<file path="config.mk">
export PLATFORM = sky130hd
export DESIGN_NAME = neuron_event_arbiter_flat
export DESIGN_NICKNAME = d
export VERILOG_FILES = /design/src/rtl/neuron_event_arbiter_if.sv /design/src/rtl/neuron_event_arbiter.sv /design/src/flat_wrapper.sv
export SDC_FILE = /design/constraint.sdc
export NUM_CORES = 1
export LEC_CHECK = 0
export CORE_ASPECT_RATIO = 1.1
export CORE_MARGIN = 5
export CORE_UTILIZATION = 27
export CTS_CLUSTER_DIAMETER = 80
export DETAILED_ROUTE_END_ITERATION = 12
export SLEW_MARGIN = 20
export SYNTH_ARGS = -nofsm -noshare
export SYNTH_HDL_FRONTEND = slang
export SYNTH_SLANG_ARGS = --single-unit
</file>
<file path="constraint.sdc">
create_clock -name i_clk -period 2.6 [get_ports i_clk]
set_clock_uncertainty 0.2 [all_clocks]
set_input_delay 0.39 -clock i_clk [delete_from_list [all_inputs] [get_ports i_clk]]
set_output_delay 0.39 -clock i_clk [all_outputs]
set_load 0.005 [all_outputs]
</file>
<file path="src/rtl/neuron_event_arbiter_if.sv">
// rtl/neuron_event_arbiter_if.sv - FIFO-bank and event-sink signal bundle of neuron_event_arbiter
// score_min/drop_count exist only when NEURON_EVENT_ARB_FILTER_EN is defined.
interface neuron_event_arbiter_if #(
   parameter int NUM_NEURONS = 4,
   parameter int SCORE_W     = 4,
   parameter int ID_W        = 2
);
   logic [NUM_NEURONS-1:0]         fifo_valid;
   logic [NUM_NEURONS*SCORE_W-1:0] fifo_score;
   logic [NUM_NEURONS-1:0]         fifo_ready;
   logic                           evt_valid;
   logic [ID_W-1:0]                evt_id;
   logic [SCORE_W-1:0]             evt_score;
   logic                           evt_ready;
`ifdef NEURON_EVENT_ARB_FILTER_EN
   logic [SCORE_W-1:0]             score_min;
   logic [15:0]                    drop_count;
`endif

   modport slave (
      input  fifo_valid, fifo_score, evt_ready,
      output fifo_ready, evt_valid, evt_id, evt_score
`ifdef NEURON_EVENT_ARB_FILTER_EN
      , input score_min, output drop_count
`endif
   );

   modport master (
      output fifo_valid, fifo_score, evt_ready,
      input  fifo_ready, evt_valid, evt_id, evt_score
`ifdef NEURON_EVENT_ARB_FILTER_EN
      , output score_min, input drop_count
`endif
   );
endinterface

</file>
<file path="src/rtl/neuron_event_arbiter.sv">
// rtl/neuron_event_arbiter.sv - round-robin drain of neuron event FIFOs into one registered event slot
// Define NEURON_EVENT_ARB_FILTER_EN to drop heads scoring below score_min and count them.
module neuron_event_arbiter #(
   parameter int NUM_NEURONS = 4,
   parameter int SCORE_W     = 4,
   parameter int ID_W        = 2
) (
   input  logic                  i_clk,
   input  logic                  i_rst,
   neuron_event_arbiter_if.slave bus
);
   localparam int              SUM_W   = ID_W + 1;
   localparam logic [SUM_W-1:0] NUM_S  = SUM_W'(NUM_NEURONS);
   localparam logic [ID_W-1:0]  LAST_ID = ID_W'(NUM_NEURONS - 1);

   logic [ID_W-1:0]    r_rr_ptr;
   logic               r_evt_valid;
   logic [ID_W-1:0]    r_evt_id;
   logic [SCORE_W-1:0] r_evt_score;

   logic               w_load_en;
   logic               w_any;
   logic [ID_W-1:0]    w_grant;
   logic [SUM_W-1:0]   w_sum;
   logic               w_pop;
   logic               w_drop;
   logic [SCORE_W-1:0] w_score;
   logic [SCORE_W-1:0] w_heads [NUM_NEURONS];

   for (genvar gi = 0; gi < NUM_NEURONS; gi++) begin : g_heads
      assign w_heads[gi] = bus.fifo_score[gi*SCORE_W +: SCORE_W];
   end

   // Walk the ports starting at rr_ptr with wrap; the first valid one wins.
   always_comb begin
      w_any   = 1'b0;
      w_grant = '0;
      w_sum   = '0;
      for (int k = 0; k < NUM_NEURONS; k++) begin
         w_sum = {1'b0, r_rr_ptr} + SUM_W'(k);
         if (w_sum >= NUM_S) w_sum = w_sum - NUM_S;
         if (!w_any && bus.fifo_valid[w_sum[ID_W-1:0]]) begin
            w_any   = 1'b1;
            w_grant = w_sum[ID_W-1:0];
         end
      end
   end

   assign w_load_en      = !r_evt_valid || bus.evt_ready;
   assign w_pop          = w_load_en && w_any && !i_rst;
   assign w_score        = w_heads[w_grant];
   assign bus.fifo_ready = w_pop ? (NUM_NEURONS'(1) << w_grant) : '0;

`ifdef NEURON_EVENT_ARB_FILTER_EN
   logic [15:0] r_drop_count;

   assign w_drop         = w_pop && (w_score < bus.score_min);
   assign bus.drop_count = r_drop_count;

   always_ff @(posedge i_clk) begin
      if (i_rst)
         r_drop_count <= '0;
      else if (w_drop && r_drop_count != 16'hFFFF)
         r_drop_count <= r_drop_count + 16'd1;
   end
`else
   assign w_drop = 1'b0;
`endif

   // A dropped head still pops and advances the pointer, but leaves the slot as if nothing loaded.
   always_ff @(posedge i_clk) begin
      if (i_rst) begin
         r_rr_ptr    <= '0;
         r_evt_valid <= 1'b0;
         r_evt_id    <= '0;
         r_evt_score <= '0;
      end else begin
         if (w_pop && !w_drop) begin
            r_evt_valid <= 1'b1;
            r_evt_id    <= w_grant;
            r_evt_score <= w_score;
         end else if (bus.evt_ready) begin
            r_evt_valid <= 1'b0;
         end
         if (w_pop)
            r_rr_ptr <= (w_grant == LAST_ID) ? '0 : w_grant + ID_W'(1);
      end
   end

   assign bus.evt_valid = r_evt_valid;
   assign bus.evt_id    = r_evt_id;
   assign bus.evt_score = r_evt_score;
endmodule

</file>
<file path="src/flat_wrapper.sv">
// flat-port wrapper written by rule: the top's interface ports become plain ports
module neuron_event_arbiter_flat 
#(
   parameter int NUM_NEURONS = 4,
   parameter int SCORE_W     = 4,
   parameter int ID_W        = 2
)
  (i_clk, i_rst, bus_fifo_valid, bus_fifo_score, bus_evt_ready, bus_fifo_ready, bus_evt_valid, bus_evt_id, bus_evt_score);
  neuron_event_arbiter_if #(.NUM_NEURONS(NUM_NEURONS), .SCORE_W(SCORE_W), .ID_W(ID_W)) bus_i ();
  input  logic i_clk;
  input  logic i_rst;
  input wire logic [$bits(bus_i.fifo_valid)-1:0] bus_fifo_valid;
  input wire logic [$bits(bus_i.fifo_score)-1:0] bus_fifo_score;
  input wire logic [$bits(bus_i.evt_ready)-1:0] bus_evt_ready;
  output wire logic [$bits(bus_i.fifo_ready)-1:0] bus_fifo_ready;
  output wire logic [$bits(bus_i.evt_valid)-1:0] bus_evt_valid;
  output wire logic [$bits(bus_i.evt_id)-1:0] bus_evt_id;
  output wire logic [$bits(bus_i.evt_score)-1:0] bus_evt_score;
  assign bus_i.fifo_valid = bus_fifo_valid;
  assign bus_i.fifo_score = bus_fifo_score;
  assign bus_i.evt_ready = bus_evt_ready;
  assign bus_fifo_ready = bus_i.fifo_ready;
  assign bus_evt_valid = bus_i.evt_valid;
  assign bus_evt_id = bus_i.evt_id;
  assign bus_evt_score = bus_i.evt_score;
  neuron_event_arbiter #(.NUM_NEURONS(NUM_NEURONS), .SCORE_W(SCORE_W), .ID_W(ID_W)) u_core (.i_clk(i_clk), .i_rst(i_rst), .bus(bus_i));
endmodule
</file>
==> results of run 1 <==
## cell usage in the layout, fill, tap and decap left out, drive strengths merged, types with 4 or more instances in the layout
cell	instances
dlygate4sd2	5
clkdlybuf4s50	26
nor2	6
clkbuf	4
nand2	4
mux2i	8
buf	12
nor2b	4
o221ai	5
nand3b	6
dfxtp	9
## layer usage
metal / vias up / wire length (µm) / global-route usage
li1: 327 / - / -
met3: 0 / 110 / 0.0444
met4: 0 / 0 / 0.0328
met2: 19 / 815 / 0.184
met1: 285 / 769 / 0.151
met5: - / 0 / 0
## cells in the mapped netlist
cell	count	area (µm²)
a21oi_1	2	10.0
and3_1	2	12.5
buf_2	1	5.00
buf_6	1	11.3
clkbuf_1	1	3.75
dfxtp_1	9	180
inv_1	1	3.75
inv_2	1	3.75
mux2i_1	8	80.1
nand2_1	4	15.0
nand3b_1	6	45.0
nor2_1	6	22.5
nor2b_1	4	25.0
nor3_1	3	15.0
nor4_1	1	6.26
o21ai_1	1	5.00
o221a_1	1	11.3
o221a_2	1	11.3
o221ai_1	5	43.8
o22ai_2	1	12.5
or2_1	1	6.26
or3_1	1	6.26
or3b_1	1	8.76
xnor2_1	1	8.76
## registers in the layout, summed over array words and instances (netlist names)
register / cells
u_core.bus.evt_id: 2
u_core.bus.evt_score: 4
u_core.r_rr_ptr: 2
u_core.bus.evt_valid: 1
## worst max-delay path, cell delays in order
cell             delay (ns)
clkdlybuf4s50_1        0.44
buf_4                  0.17
or3b_4                 0.41
o221ai_2               0.08
buf_4                  0.15
nor2_1                 0.04
dlygate4sd2_1          0.25
## logic make-up (layout without fill, tap and decap cells)
logic type      count (synthesis)  after routing  synth area share
simple gates                   29             29             0.294
mux                             8              8             0.145
flops                           9              9             0.326
xor+xnor                        1              1            0.0158
compound gates                 11             11             0.170
buf+inv                         5             51            0.0497
## where the power goes
group | leakage [nW] | internal [mW] | switching (mW)
combinational | 0.392 | 0.132 | 0.0813
clock | 0.0150 | 0.0591 | 0.0485
sequential | 0.0748 | 0.162 | 0.0177
total | 0.482 | 0.353 | 0.148
## path summary, 6_finish.rpt
kind,from,endpoint
max,bus_fifo_valid[3],bus_fifo_ready[3]
min,u_core.bus.evt_id[1],u_core.bus.evt_id[1]
max reg2reg,u_core.r_rr_ptr[1],u_core.bus.evt_score[2]
min reg2reg,u_core.bus.evt_id[1],u_core.bus.evt_id[1]
## repair_timing
item | in CTS | in global routing
hold endpoints to repair | 0 | 0
gates cloned | 0 | 0
resized for setup | 5 | 5
endpoints found under the setup margin | 4 | 2
pin swaps | 0 | 1
## through the flow
step / instance area [µm²] / total power, mW / utilization / std cells / setup slack [ns]
finish: 1030 / 0.500 / 0.520 / 137 / 0.0817
global route: 1030 / 0.540 / 0.520 / 137 / 0.00494
CTS: 1010 / 0.508 / 0.510 / 137 / -0.160
detailed placement: 988 / 0.397 / 0.500 / 133 / -0.258
global placement: 988 / 0.396 / 0.500 / 133 / -0.244
floorplan: 553 / 0.281 / - / 63 / 0.661
## final cells by class
| class | count | area (µm²) |
|---|---|---|
| Clock buffer | 4 | 26.3 |
| Multi-Input combinational cell | 49 | 360 |
| Sequential cell | 9 | 180 |
| Inverter | 2 | 7.51 |
| Fill cell | 209 | 950 |
| Timing Repair Buffer | 45 | 419 |
| Tap cell | 28 | 35.0 |
==> metrics, run 1 <==
status=complete, no violations; hold_buf cts=0; critical path arrival=1.93 ns; nature of the critical path startpoint=input port; cell count after synthesis=63; cts bufs inserted=3; Setup Crit Path Kind=in2out; initial antenna violation count=0; Starting Density=0.280; vias per inst=4.61; average wire per cell in the routed design=12.4 µm; CTS Root Cell=clkbuf_4; crit-path max FO=5; Skew-Pair Late Insertion Delay=0.26 ns; Max IR drop VDD=~260 µV; detailed placer's ending HPWL=between 1000 and 1500 µm; die height=approximately 57 µm; clock sink count=9; Unique masters post-synth=24; Worst Hold Class=reg2reg; buffer levels on the longest clock path=2; Remaining Overflow, GRT=0; Leak=0.482 nW; CORE AREA=between 1500 and 2000 µm²; critical path endpoint category=output port; Tcrit/Tclk final=0.969; WHS Path Cells=2; register bit total from synthesis=9; DR vias=631; Boundary Pins=34; PwrDens=487 nW/µm²; vias in the first global route=approximately 640; minimum clock period=around 2.5 ns; Final GP Congestion=0.700; Avg Cell Area, Syn=8.78 µm²; setup total negative slack=0 ns; DIE WIDTH=~53 µm; Seq/Total Area, Yosys=0.326; Post-CTS Repair Setup Buffers=0; f_max=between 0.3 and 0.4 GHz; Slew Viols, Final=0; # Max-Cap Violations=0; share of cells above drive strength 1=0.193; WHS=0.261 ns; Pre-antenna DRT Iters=2; FP Rows=17; Die ar.=about 3100 µm²; final hold violation count=0; Worst Path Required=2.01 ns; synth-to-layout area growth=86.0%; Post-Synthesis Cell Area=553 µm²; Residual DRC=0; largest net degree at the start of global routing=11; flop-to-flop setup slack=0.84 ns; CTS tree=done; total track usage=0.118; R2R depth=6; relative slew slack=0.837; RSZ-0062 raised after global routing=false; H-tree depth reported by CTS=1; Detailed Route Iter0 Violations=5; Worst-Margin Slew=0.243 ns; ANT nets after route=0; Detailed Route WL=1700 µm; Inserted Diodes=0; Final setup viols=0; first-pass GRT wire length=2800 µm; port buffer count=33; Clk pin slew, worst setup/hold paths=roughly 0.060 ns; Nets=~130; warnings from Yosys=0; syn nets=86
(Power assumes the default switching activity.)
==> inputs of run 2 (changes only) <==
--- a/config.mk
+++ b/config.mk
@@ -7,9 +7,10 @@
 export LEC_CHECK = 0
 export CORE_ASPECT_RATIO = 1.1
 export CORE_MARGIN = 5
-export CORE_UTILIZATION = 27
+export CORE_UTILIZATION = 38
 export CTS_CLUSTER_DIAMETER = 80
 export DETAILED_ROUTE_END_ITERATION = 12
+export PLACE_DENSITY = 0.82
 export SLEW_MARGIN = 20
 export SYNTH_ARGS = -nofsm -noshare
 export SYNTH_HDL_FRONTEND = slang
==> run 2 against run 1 <==
- sequential share of layout area up 0.66 points
- global-route usage rose by 4.9 points
- sequential power about the same
==> metrics, run 2 (synthesis results as in run 1) <==
status=complete, no violations; nature of the critical path startpoint=input port; Worst Hold Class=reg2reg; Clk pin slew, worst setup/hold paths=0.07 ns (about the same); initial antenna violation count=0 (unchanged); detailed placer's ending HPWL=1340 µm (+1.8%); Remaining Overflow, GRT=0 (unchanged); FILL cells=124 (-41%); Setup Crit Path Kind=in2out; average wire per cell in the routed design=13.9 µm (+13%); Final setup viols=0 (unchanged); vias in the first global route=680 (+5.6%); Die ar.=2320 µm² (-24%); CP Cell Sequence=clkdlybuf4s50_1, nor2b_1, or3_1, or2_1, buf_4, nor2_1, clkbuf_2; max FFs per register=4 (unchanged); port buffer count=33 (unchanged); Setup WS pre-CTS=-0.257 ns (+0.000488 ns); Worst R2R End=u_core.bus.evt_score[2]; Max IR drop VDD=310 µV (+21%); Worst Path Required=2.01 ns (about the same); R2R depth=6 (unchanged); design area=991 µm² (-3.7%); share of cells above drive strength 1=0.185 (-0.00748); minimum clock period=2.44 ns (-0.0832 ns); Skew-Pair Late Insertion Delay=0.26 ns (about the same); Worst path max stage delay=0.45 ns (about the same); synth-to-layout area growth=79.2%; worst flop-to-flop path startpoint=u_core.r_rr_ptr[1]; critical path arrival=1.85 ns (-0.08 ns); Inserted Diodes=0 (unchanged); total track usage=0.167 (+0.0491); hold_buf cts=0 (unchanged); # Max-Cap Violations=0 (unchanged); Final GP Congestion=0.719 (+2.8%); vias per inst=5.27 (+14%); worst hold path startpoint=u_core.bus.evt_id[1]; WHS Path Cells=2 (unchanged); CTS Root Cell=clkbuf_4; die height=50.0 µm (-13%); relative slew slack=0.783 (-0.0536); Leak=0.457 nW (-5.2%); Pre-antenna DRT Iters=4 (+2); Boundary Pins=34 (unchanged); DP Area=958 µm² (-3.0%); final hold violation count=0 (unchanged); commonest non-fill, non-tap cells in the layout=clkdlybuf4s50_1, buf_4, dfxtp_1, mux2i_1; H-tree depth reported by CTS=1 (unchanged); CTS tree=done; cts bufs inserted=3 (unchanged); Worst-Margin Slew=0.322 ns (+0.0794 ns); Hold EP=u_core.bus.evt_id[1]; PwrDens=507 nW/µm² (+4.2%); critical path endpoint category=output port; Nets=132 (-0.75%); commonest non-fill, non-tap cell in the layout=clkdlybuf4s50_1; Residual DRC=0 (unchanged); PnR worst setup slack=0.165 ns (+0.0832 ns); Detailed Route WL=1730 µm (+1.9%); first-pass GRT wire length=2820 µm (+0.75%); slowest CP cell=clkdlybuf4s50_1; buffer levels on the longest clock path=2 (unchanged); clock sink count=9 (unchanged); crit-path max FO=2 (-3); WHS=0.282 ns (+0.0212 ns); Detailed Route Iter0 Violations=15 (+10); CORE AREA=1370 µm² (-31%); FP Rows=14 (-3); RSZ-0062 raised after global routing=false; f_max=0.411 GHz (+3.4%); Starting Density=0.405 (+0.125); ANT nets after route=0 (unchanged); Slew Viols, Final=0 (unchanged); largest net degree at the start of global routing=11 (unchanged); DIE WIDTH=46.4 µm (-13%); DR vias=653 (+3.5%); Tcrit/Tclk final=0.937 (-0.0320); flop-to-flop setup slack=0.84 ns (about the same)
[run 2: area by class of cell]
type | instances | area (µm²) | area share
inverter | 2 | 7.51 | 0.00758
multi-input combinational | 49 | 354 | 0.357
tap | 16 | 20.0 | 0.0202
timing repair buffer | 44 | 403 | 0.407
sequential | 9 | 180 | 0.182
clock buffer | 4 | 26.3 | 0.0265
[run 2: worst max path at each step]
stage	depth (start not counted)	slack, ns	end	start
final	7	0.16	bus_fifo_ready[3]	bus_evt_ready
after CTS	8	0.003	bus_fifo_ready[3]	bus_fifo_valid[3]
after detailed placement	6	-0.26	bus_fifo_ready[3]	bus_fifo_valid[2]
after global routing	7	0.12	bus_fifo_ready[3]	bus_evt_ready
after global placement	6	-0.24	bus_fifo_ready[3]	bus_fifo_valid[2]
after floorplan	6	0.66	bus_fifo_ready[1]	bus_fifo_valid[0]
[run 2: report_power, final]
part	internal, mW	switching, mW
clock	0.0592	0.0514
sequential	0.162	0.0180
combinational	0.130	0.0828
total	0.350	0.152
[run 2: worst max-delay path, delay by kind of cell]
family	cells	cell delay, ns
and+or+nand+nor	4	0.73
buffers and inverters	3	0.72
[run 2: routing by layer]
layer / GRT usage / wire length (µm)
met5: 0 / 0
met4: 0.0711 / 5
met3: 0.0545 / 153
met2: 0.275 / 862
met1: 0.190 / 705
[run 2: what timing repair did]
| item | 4_1_cts | 5_1_grt |
|---|---|---|
| gates cloned | 0 | 0 |
| resized for setup | 10 | 2 |
| endpoints found under the hold margin | 0 | 0 |
| endpoints found under the setup margin | 4 | 2 |
| buffers inserted | 1 | 0 |
| pin swaps | 2 | 2 |
[run 2: metrics by stage]
stage | std cells | setup TNS (ns) | utilization | power (mW)
after global placement | 119 | -0.716 | 0.701 | 0.389
after detailed placement | 119 | -0.784 | 0.701 | 0.395
after global routing | 124 | 0 | 0.725 | 0.539
after floorplan | 63 | 0 | - | 0.281
after CTS | 124 | 0 | 0.727 | 0.510
final | 124 | 0 | 0.725 | 0.503
